--- src/rtl/sd_dac_multi_if.sv ---
// Sample-set handshake between an audio source and the sigma-delta DAC.
// The source drives data/valid; the DAC returns ready.
interface sd_dac_multi_if #(
  parameter int CHANNELS = 2,
  parameter int C_BITS   = 16
);
  logic [CHANNELS*C_BITS-1:0] dac_i;
  logic                       dac_valid_i;
  logic                       dac_ready_o;

  modport master (output dac_i, output dac_valid_i, input dac_ready_o);
  modport slave  (input dac_i, input dac_valid_i, output dac_ready_o);
endinterface

--- src/rtl/sd_dac_multi.sv ---
// Multi-channel 1st/2nd-order sigma-delta DAC with sample-and-hold input and soft mute ramp.
// One sample set per RATE_DIV cycles (ready low in between); modulation never stalls.
module sd_dac_multi #(
  parameter int CHANNELS  = 2,
  parameter int C_BITS    = 16,
  parameter int SIGNED_IN = 1,
  parameter int ORDER     = 1,
  parameter int RATE_DIV  = 4,
  parameter int RAMP_CYC  = 2
) (
  input  logic                clk_i,
  input  logic                res_n_i,
  sd_dac_multi_if.slave       bus,
  input  logic                mute_i,
  output logic [CHANNELS-1:0] dac_o
);

  localparam int AW = $clog2(C_BITS + 1);
  localparam int RW = (RATE_DIV > 1) ? $clog2(RATE_DIV) : 1;
  localparam int PW = (RAMP_CYC > 1) ? $clog2(RAMP_CYC) : 1;
  localparam int IW = C_BITS + 4;
  localparam logic [C_BITS-1:0] HOLD_ZERO =
    (SIGNED_IN != 0) ? {C_BITS{1'b0}} : {1'b1, {(C_BITS-1){1'b0}}};

  logic [AW-1:0]              r_att;
  logic [PW-1:0]              r_ramp;
  logic [RW-1:0]              r_rate;
  logic                       r_ready;
  logic [CHANNELS*C_BITS-1:0] r_hold;
  logic                       w_accept;

  assign w_accept        = bus.dac_valid_i && r_ready;
  assign bus.dac_ready_o = r_ready;

  always_ff @(posedge clk_i or negedge res_n_i) begin
    if (!res_n_i) begin
      r_ready <= 1'b0;
      r_rate  <= '0;
    end else if (w_accept) begin
      if (RATE_DIV > 1) begin
        r_ready <= 1'b0;
        r_rate  <= RW'(RATE_DIV - 1);
      end
    end else if (!r_ready) begin
      // rate counter is zero out of reset, so ready rises on the first edge
      if (r_rate <= RW'(1)) begin
        r_ready <= 1'b1;
        r_rate  <= '0;
      end else begin
        r_rate <= r_rate - 1'b1;
      end
    end
  end

  always_ff @(posedge clk_i or negedge res_n_i) begin
    if (!res_n_i) begin
      r_hold <= {CHANNELS{HOLD_ZERO}};
    end else if (w_accept) begin
      r_hold <= bus.dac_i;
    end
  end

  always_ff @(posedge clk_i or negedge res_n_i) begin
    if (!res_n_i) begin
      r_ramp <= '0;
      r_att  <= AW'(C_BITS);
    end else if (r_ramp == PW'(RAMP_CYC - 1)) begin
      r_ramp <= '0;
      if (mute_i && (r_att != AW'(C_BITS))) begin
        r_att <= r_att + 1'b1;
      end else if (!mute_i && (r_att != '0)) begin
        r_att <= r_att - 1'b1;
      end
    end else begin
      r_ramp <= r_ramp + 1'b1;
    end
  end

  for (genvar n = 0; n < CHANNELS; n++) begin : g_ch
    logic [C_BITS-1:0] w_raw, w_s, w_a, w_u;
    logic              r_dac;

    assign w_raw = r_hold[n*C_BITS +: C_BITS];
    assign w_s   = (SIGNED_IN != 0) ? w_raw : {~w_raw[C_BITS-1], w_raw[C_BITS-2:0]};
    // full attenuation must be true silence, not the -1 an arithmetic shift leaves
    assign w_a   = (r_att >= AW'(C_BITS)) ? '0 : ($signed(w_s) >>> r_att);
    assign w_u   = {~w_a[C_BITS-1], w_a[C_BITS-2:0]};
    assign dac_o[n] = r_dac;

    if (ORDER == 1) begin : g_o1
      logic [C_BITS:0] r_acc;

      always_ff @(posedge clk_i or negedge res_n_i) begin
        if (!res_n_i) begin
          r_acc <= '0;
          r_dac <= 1'b0;
        end else begin
          r_acc <= {1'b0, r_acc[C_BITS-1:0]} + {1'b0, w_u};
          r_dac <= r_acc[C_BITS];
        end
      end
    end else begin : g_o2
      localparam logic signed [IW+1:0] SMAX = (IW+2)'((1 << (IW - 1)) - 1);
      localparam logic signed [IW+1:0] SMIN = -SMAX - 1;
      localparam logic signed [IW+1:0] FB   = (IW+2)'((1 << C_BITS) - 1);

      logic signed [IW-1:0] r_i1, r_i2;
      logic signed [IW+1:0] w_ux, w_fb, w_i1x, w_i2x;

      function automatic logic signed [IW-1:0] f_sat(input logic signed [IW+1:0] v);
        if (v > SMAX)      f_sat = SMAX[IW-1:0];
        else if (v < SMIN) f_sat = SMIN[IW-1:0];
        else               f_sat = v[IW-1:0];
      endfunction

      assign w_ux  = $signed({{(IW+2-C_BITS){1'b0}}, w_u});
      assign w_fb  = r_dac ? FB : '0;
      assign w_i1x = $signed({{2{r_i1[IW-1]}}, r_i1}) + w_ux - w_fb;
      assign w_i2x = $signed({{2{r_i2[IW-1]}}, r_i2}) + $signed({{2{r_i1[IW-1]}}, r_i1}) - w_fb;

      always_ff @(posedge clk_i or negedge res_n_i) begin
        if (!res_n_i) begin
          r_i1  <= '0;
          r_i2  <= '0;
          r_dac <= 1'b0;
        end else begin
          r_i1  <= f_sat(w_i1x);
          r_i2  <= f_sat(w_i2x);
          r_dac <= ~r_i2[IW-1];
        end
      end
    end
  end

endmodule

--- src/flat_wrapper.sv ---
// flat-port wrapper written by rule: the top's interface ports become plain ports
module sd_dac_multi_flat 
#(
  parameter int CHANNELS  = 2,
  parameter int C_BITS    = 16,
  parameter int SIGNED_IN = 1,
  parameter int ORDER     = 1,
  parameter int RATE_DIV  = 4,
  parameter int RAMP_CYC  = 2
)
  (clk_i, res_n_i, mute_i, dac_o, bus_dac_i, bus_dac_valid_i, bus_dac_ready_o);
  sd_dac_multi_if #(.CHANNELS(CHANNELS), .C_BITS(C_BITS)) bus_i ();
  input  logic clk_i;
  input  logic res_n_i;
  input  logic mute_i;
  output logic [CHANNELS-1:0] dac_o;
  input wire logic [$bits(bus_i.dac_i)-1:0] bus_dac_i;
  input wire logic [$bits(bus_i.dac_valid_i)-1:0] bus_dac_valid_i;
  output wire logic [$bits(bus_i.dac_ready_o)-1:0] bus_dac_ready_o;
  assign bus_i.dac_i = bus_dac_i;
  assign bus_i.dac_valid_i = bus_dac_valid_i;
  assign bus_dac_ready_o = bus_i.dac_ready_o;
  sd_dac_multi #(.CHANNELS(CHANNELS), .C_BITS(C_BITS), .SIGNED_IN(SIGNED_IN), .ORDER(ORDER), .RATE_DIV(RATE_DIV), .RAMP_CYC(RAMP_CYC)) u_core (.clk_i(clk_i), .res_n_i(res_n_i), .bus(bus_i), .mute_i(mute_i), .dac_o(dac_o));
endmodule
--- config.mk ---
export PLATFORM = sky130hd
export DESIGN_NAME = sd_dac_multi_flat
export DESIGN_NICKNAME = d
export VERILOG_FILES = /design/src/rtl/sd_dac_multi_if.sv /design/src/rtl/sd_dac_multi.sv /design/src/flat_wrapper.sv
export SDC_FILE = /design/constraint.sdc
export NUM_CORES = 1
export LEC_CHECK = 0
export ABC_AREA = 1
export ABC_CLOCK_PERIOD_IN_PS = 3200
export BUFFER_PORTS_ARGS = -buffer_cell sky130_fd_sc_hd__clkbuf_2
export CORE_MARGIN = 2
export CORE_UTILIZATION = 55
export DETAILED_ROUTE_END_ITERATION = 8
export PLACE_DENSITY = 0.74
export SYNTH_ARGS = -nofsm -noshare
export SYNTH_HDL_FRONTEND = slang
export SYNTH_SLANG_ARGS = --single-unit
--- constraint.sdc ---
create_clock -name clk_i -period 3.2 [get_ports clk_i]
set_input_delay 0.32 -clock clk_i [delete_from_list [all_inputs] [get_ports clk_i]]
set_output_delay 0.32 -clock clk_i [all_outputs]
set_load 0.005 [all_outputs]
# [Word-level counts from Yosys, hierarchy flattened]
# Index checks and enable logic that the tools add are counted.
[word_totals] output_inout_bits=3 inputBits=36 ff_bits=77 wordCells=41
[classes] n_reduce_logical=7 n_mux=11 n_shift=2 addsub=6 bitwise=2 eq_ne=2 magnitude_cmp=2
[op_table] cell="16-bit by 16-bit adder with 17-bit output" count=2
[op_table] cell="16-bit two-way mux" count=2
[op_table] cell="16-bit by 5-bit >>> shifter with 16-bit output" count=2
[op_table] cell="5-bit two-way mux" count=2
[op_table] cell="2-bit two-way mux" count=3
[op_table] cell="5-bit by 1-bit adder with 5-bit output (second input constant)" count=1
[op_table] cell="5-bit greater-or-equal comparator (second input constant)" count=1
[op_table] cell="5-bit != test (second input constant)" count=1
[op_table] cell="5-bit nonzero test" count=1
[op_table] cell="5-bit by 1-bit subtractor with 5-bit output (second input constant)" count=1
[op_table] cell="1-bit two-way mux" count=4
[op_table] cell="1-bit logical AND" count=3
[op_table] cell="2-bit by 1-bit <= comparator with 1-bit output (second input constant)" count=1
[op_table] cell="2-bit != test (second input constant)" count=1
[op_table] cell="1-bit NOT" count=2
[op_table] cell="2-bit AND reduction" count=1
[op_table] cell="2-bit nonzero test" count=1
[op_table] cell="2-bit by 1-bit subtractor with 2-bit output (second input constant)" count=1
[op_table] cell="1-bit adder (second input constant)" count=1
[op_table] cell="1-bit zero test" count=1

# [Longest topological paths before layout]
[depth] depth_word=4 depth_mapped=20 mapped_depth_nobuf=18

# [Worst setup path before layout]
# OpenSTA, ideal clock, no wires.
[synth_path] path_type="reg-to-reg" start="register u_core.r_att[0]" end="register u_core.g_ch[1].g_o1.r_acc[16]" stages_incl_launch_ff=19 path_buffers=2 arrival_time_ns=2.443 setup_time_ns=0.123 required_ns=3.077 synth_period_minus_slack_ns=2.567 setup_slack_ns=0.633 cell_sequence="dfrtp_1 > buf_4 > buf_2 > or2_2 > o21ai_2 > nand2_1 > nand3_1 > nand2_1 > inv_1 > nand2_1 > ha_1 > fa_1 > nand2_1 > nand3_1 > and2_1 > nand3_1 > nand3_1 > nand2_1 > nand2_1"
[synth_between] elab_chain_len=4 word_cells_on_any_way=5 cone_classes="add/sub (1); order compare (1); shift (1); mux (1); bitwise (1)"
[synth_rtl] element="start: declaration" line_no="sd_dac_multi.sv:25" text="logic [AW-1:0] r_att;"
[synth_rtl] element="start signal: assignment" line_no="sd_dac_multi.sv:66" text="r_att <= AW'(C_BITS);"
[synth_rtl] element="start signal: assignment" line_no="sd_dac_multi.sv:70" text="r_att <= r_att + 1'b1;"
[synth_rtl] element="start signal: assignment" line_no="sd_dac_multi.sv:72" text="r_att <= r_att - 1'b1;"
[synth_rtl] element="16-bit by 5-bit >>> shifter with 16-bit output / 5-bit greater-or-equal comparator (equally long branches)" line_no="sd_dac_multi.sv:86" text="assign w_a = (r_att >= AW'(C_BITS)) ? '0 : ($signed(w_s) >>> r_att);"
[synth_rtl] element="16-bit two-way mux *" line_no="sd_dac_multi.sv:86"
[synth_rtl] element="1-bit NOT" line_no="sd_dac_multi.sv:87" text="assign w_u = {~w_a[C_BITS-1], w_a[C_BITS-2:0]};"
[synth_rtl] element="16-bit by 16-bit adder with 17-bit output *" line_no="sd_dac_multi.sv:98" text="r_acc <= {1'b0, r_acc[C_BITS-1:0]} + {1'b0, w_u};"
[synth_rtl] element="end signal: assignment" line_no="sd_dac_multi.sv:98"
[synth_rtl] element="end: declaration" line_no="sd_dac_multi.sv:91" text="logic [C_BITS:0] r_acc;"
# Mark *: on every way between the ends. The rest lies on a longest branch, timed or not.
# A chain may end at the register's enable or synchronous reset.

# [Worst setup path in the final report]
# Ends and elaborated chain as after synthesis.

==> run metrics <==
post-synthesis sequential area ratio 33.8%; Core Util, Final 61.2%; hold_ws 0.106 ns; postcts setup bufs 0; WL/cell 13.3 um; total core area 10200 um2; unrepaired setup endpoints after global routing no; crit share post-route 88.4%; # hold bufs at CTS 0; Synth top area share 33.4%; Syn Nets 870; setup TNS 0 ns; Initial Util 55.9%; via/cell ratio 5.31; final worst path period need 2.83 ns; First-pass DRT Iterations 5; EDFF count, synth 0; CTS tree yes; post-synthesis register bit count 77; largest net degree at the start of global routing 78; Ports 39; syn avg cell area 7.16 um2; synth top area cells dfrtp_1 (33%), nand2_1 (19%), ha_1 (7.7%), nand3_1 (7.2%), mux2_2 (5.9%); global-route wire length before repair 23.3 mm; GRT Util Overall 25.9%; GRT Residual Overflow 0; final WL 12.9 mm; status complete, no violations; leading cell type by number of instances after synthesis nand2_1; normalized max-slew margin 35.5%; Final HPWL DP 9.96 mm; Die H 106 um; # setup viols final 0; Routed Antenna Nets 0; initial DRC count 278; Syn Inst Count 796; worst hold path class input pin to asynchronous set/reset pin; critical path peak fanout 23; commonest cells in the synthesized netlist nand2_1 (284), inv_1 (84), nand3_1 (82), dfrtp_1 (76), nor2_1 (48); predominant post-synthesis flop cell dfrtp_1; CTS Buf Count 9; initial antenna violation count 0; Crit. End Element flop; CP arrival 3.09 ns; post-CTS resize count 0; fillers 938; fin. max-slew vios 0; worst clock skew 0.00855 ns; synth unique cells 36; Layout area overhead 9.33%; fmax 353 MHz; yosys warns 0; required time of the worst setup path 3.46 ns; clock tree buffer depth 2; routability cong. 0.928; Setup crit start kind flop; Final Hold Viols 0; layout cells sized above 1 14.0%; cell row count 37; diodes inserted 0; vias in the first global route 5233; Clock transition at path regs 0.09 ns; Final Net Count 904; max-cap viol count 0; Root Buffer clkbuf_8; Die Width 106 um; asr flop ratio synth 100%; # DRC 0; WS Path Type flop to flop; non-filler cells in the finished layout 971; vias 5154; Cells after DPL 955; port bufs 38; Die ar. 11200 um2; post-synthesis cell area 5700 um2; post-synth top area cell dfrtp_1; clk sink count 77; worst-margin pin slew 0.968 ns; worst skew pair latency 0.37 ns; H-tree levels 3
## path summary, 6_finish.rpt
kind	cells after the start	from	end	slack, ns
hold / removal	1	res_n_i	u_core.r_hold[20]	0.11
max in group asynchronous	1	res_n_i	u_core.r_hold[15]	2.49
setup reg to reg	17	u_core.r_att[0]	u_core.g_ch[1].g_o1.r_acc[16]	0.37
min in group clk_i	2	bus_dac_i[29]	u_core.r_hold[29]	0.17
hold reg to reg	0	u_core.g_ch[1].g_o1.r_acc[16]	u_core.g_ch[1].r_dac	0.36
setup / recovery	17	u_core.r_att[0]	u_core.g_ch[1].g_o1.r_acc[16]	0.37
## logic make-up after synthesis
| group | after synthesis | synth area share [%] |
|---|---|---|
| compound gates | 65 | 6.46 |
| xor+xnor | 17 | 2.61 |
| fa+ha+maj | 38 | 8.74 |
| buf+inv | 111 | 8.41 |
| flops | 77 | 33.8 |
| mux | 30 | 5.93 |
| simple gates | 458 | 34.0 |
## metal layers
metal | global-route usage (%) | share of wire, % | routed length, um | up-vias
met3 | 6.18 | 4.8 | 624 | 31
met4 | 10.2 | 2.8 | 364 | 0
met2 | 44.1 | 49 | 6260 | 113
li1 | - | - | - | 2618
met1 | 31.8 | 44 | 5640 | 2392
met5 | 0 | 0 | 0 | -
## registers in the layout, indices dropped and copies added, names as in the netlist
| signal | flops |
|---|---|
| u_core.r_hold | 32 |
| u_core.r_att | 5 |
| u_core.g_ch.r_dac | 2 |
| u_core.g_ch.g_o1.r_acc | 34 |
| u_core.r_rate | 2 |
| u_core.bus.dac_ready_o | 1 |
| u_core.r_ramp | 1 |
## stage by stage
stage | area (um2) | worst slack, ns
finish | 6230 | 0.371
floorplan | 5700 | 0.633
CTS | 6230 | 0.355
global placement | 5980 | 0.500
global route | 6230 | 0.0753
detailed placement | 5980 | 0.374
## critical path, cell delays in order, from the launching register on
cell and delay [ns]:
dfrtp_1 0.46, buf_12 0.19, or2_2 0.28, o21ai_0 0.11, nand2_1 0.10, nand3_1 0.11
nand2_1 0.06, nand2_1 0.07, nand2_1 0.06, ha_1 0.20, fa_1 0.41, nand2_1 0.08
nand3_1 0.09, and2_1 0.18, nand3_1 0.09, nand3_1 0.10, nand2_1 0.07, nand2_1 0.05
## cell usage in the layout, fill, tap and decap left out, types with 9 or more instances in the layout
| cell | instances |
|---|---|
| inv_1 | 84 |
| clkbuf_8 | 9 |
| dfrtp_1 | 76 |
| mux2_2 | 30 |
| or2_2 | 11 |
| clkbuf_2 | 37 |
| o21ai_1 | 15 |
| xor2_1 | 14 |
| a21oi_1 | 28 |
| nand3_1 | 82 |
| and2_1 | 10 |
| ha_1 | 35 |
| nand2_1 | 284 |
| nor2_1 | 48 |
| o21ai_0 | 10 |
## layout make-up
class                   instances  area, um2  area share [%]
clock buffers                   9        124            1.99
inverters                      89        337            5.40
repair buffers                 45        258            4.14
flip-flops and latches         77       1930            31.0
multi-input cells             608       3290            52.8
clock inverters                 7        123            1.97
well taps                     136        170            2.73
Power is not shown: default switching activity piles up to over one toggle a cycle in this logic, so the estimate is an artifact.
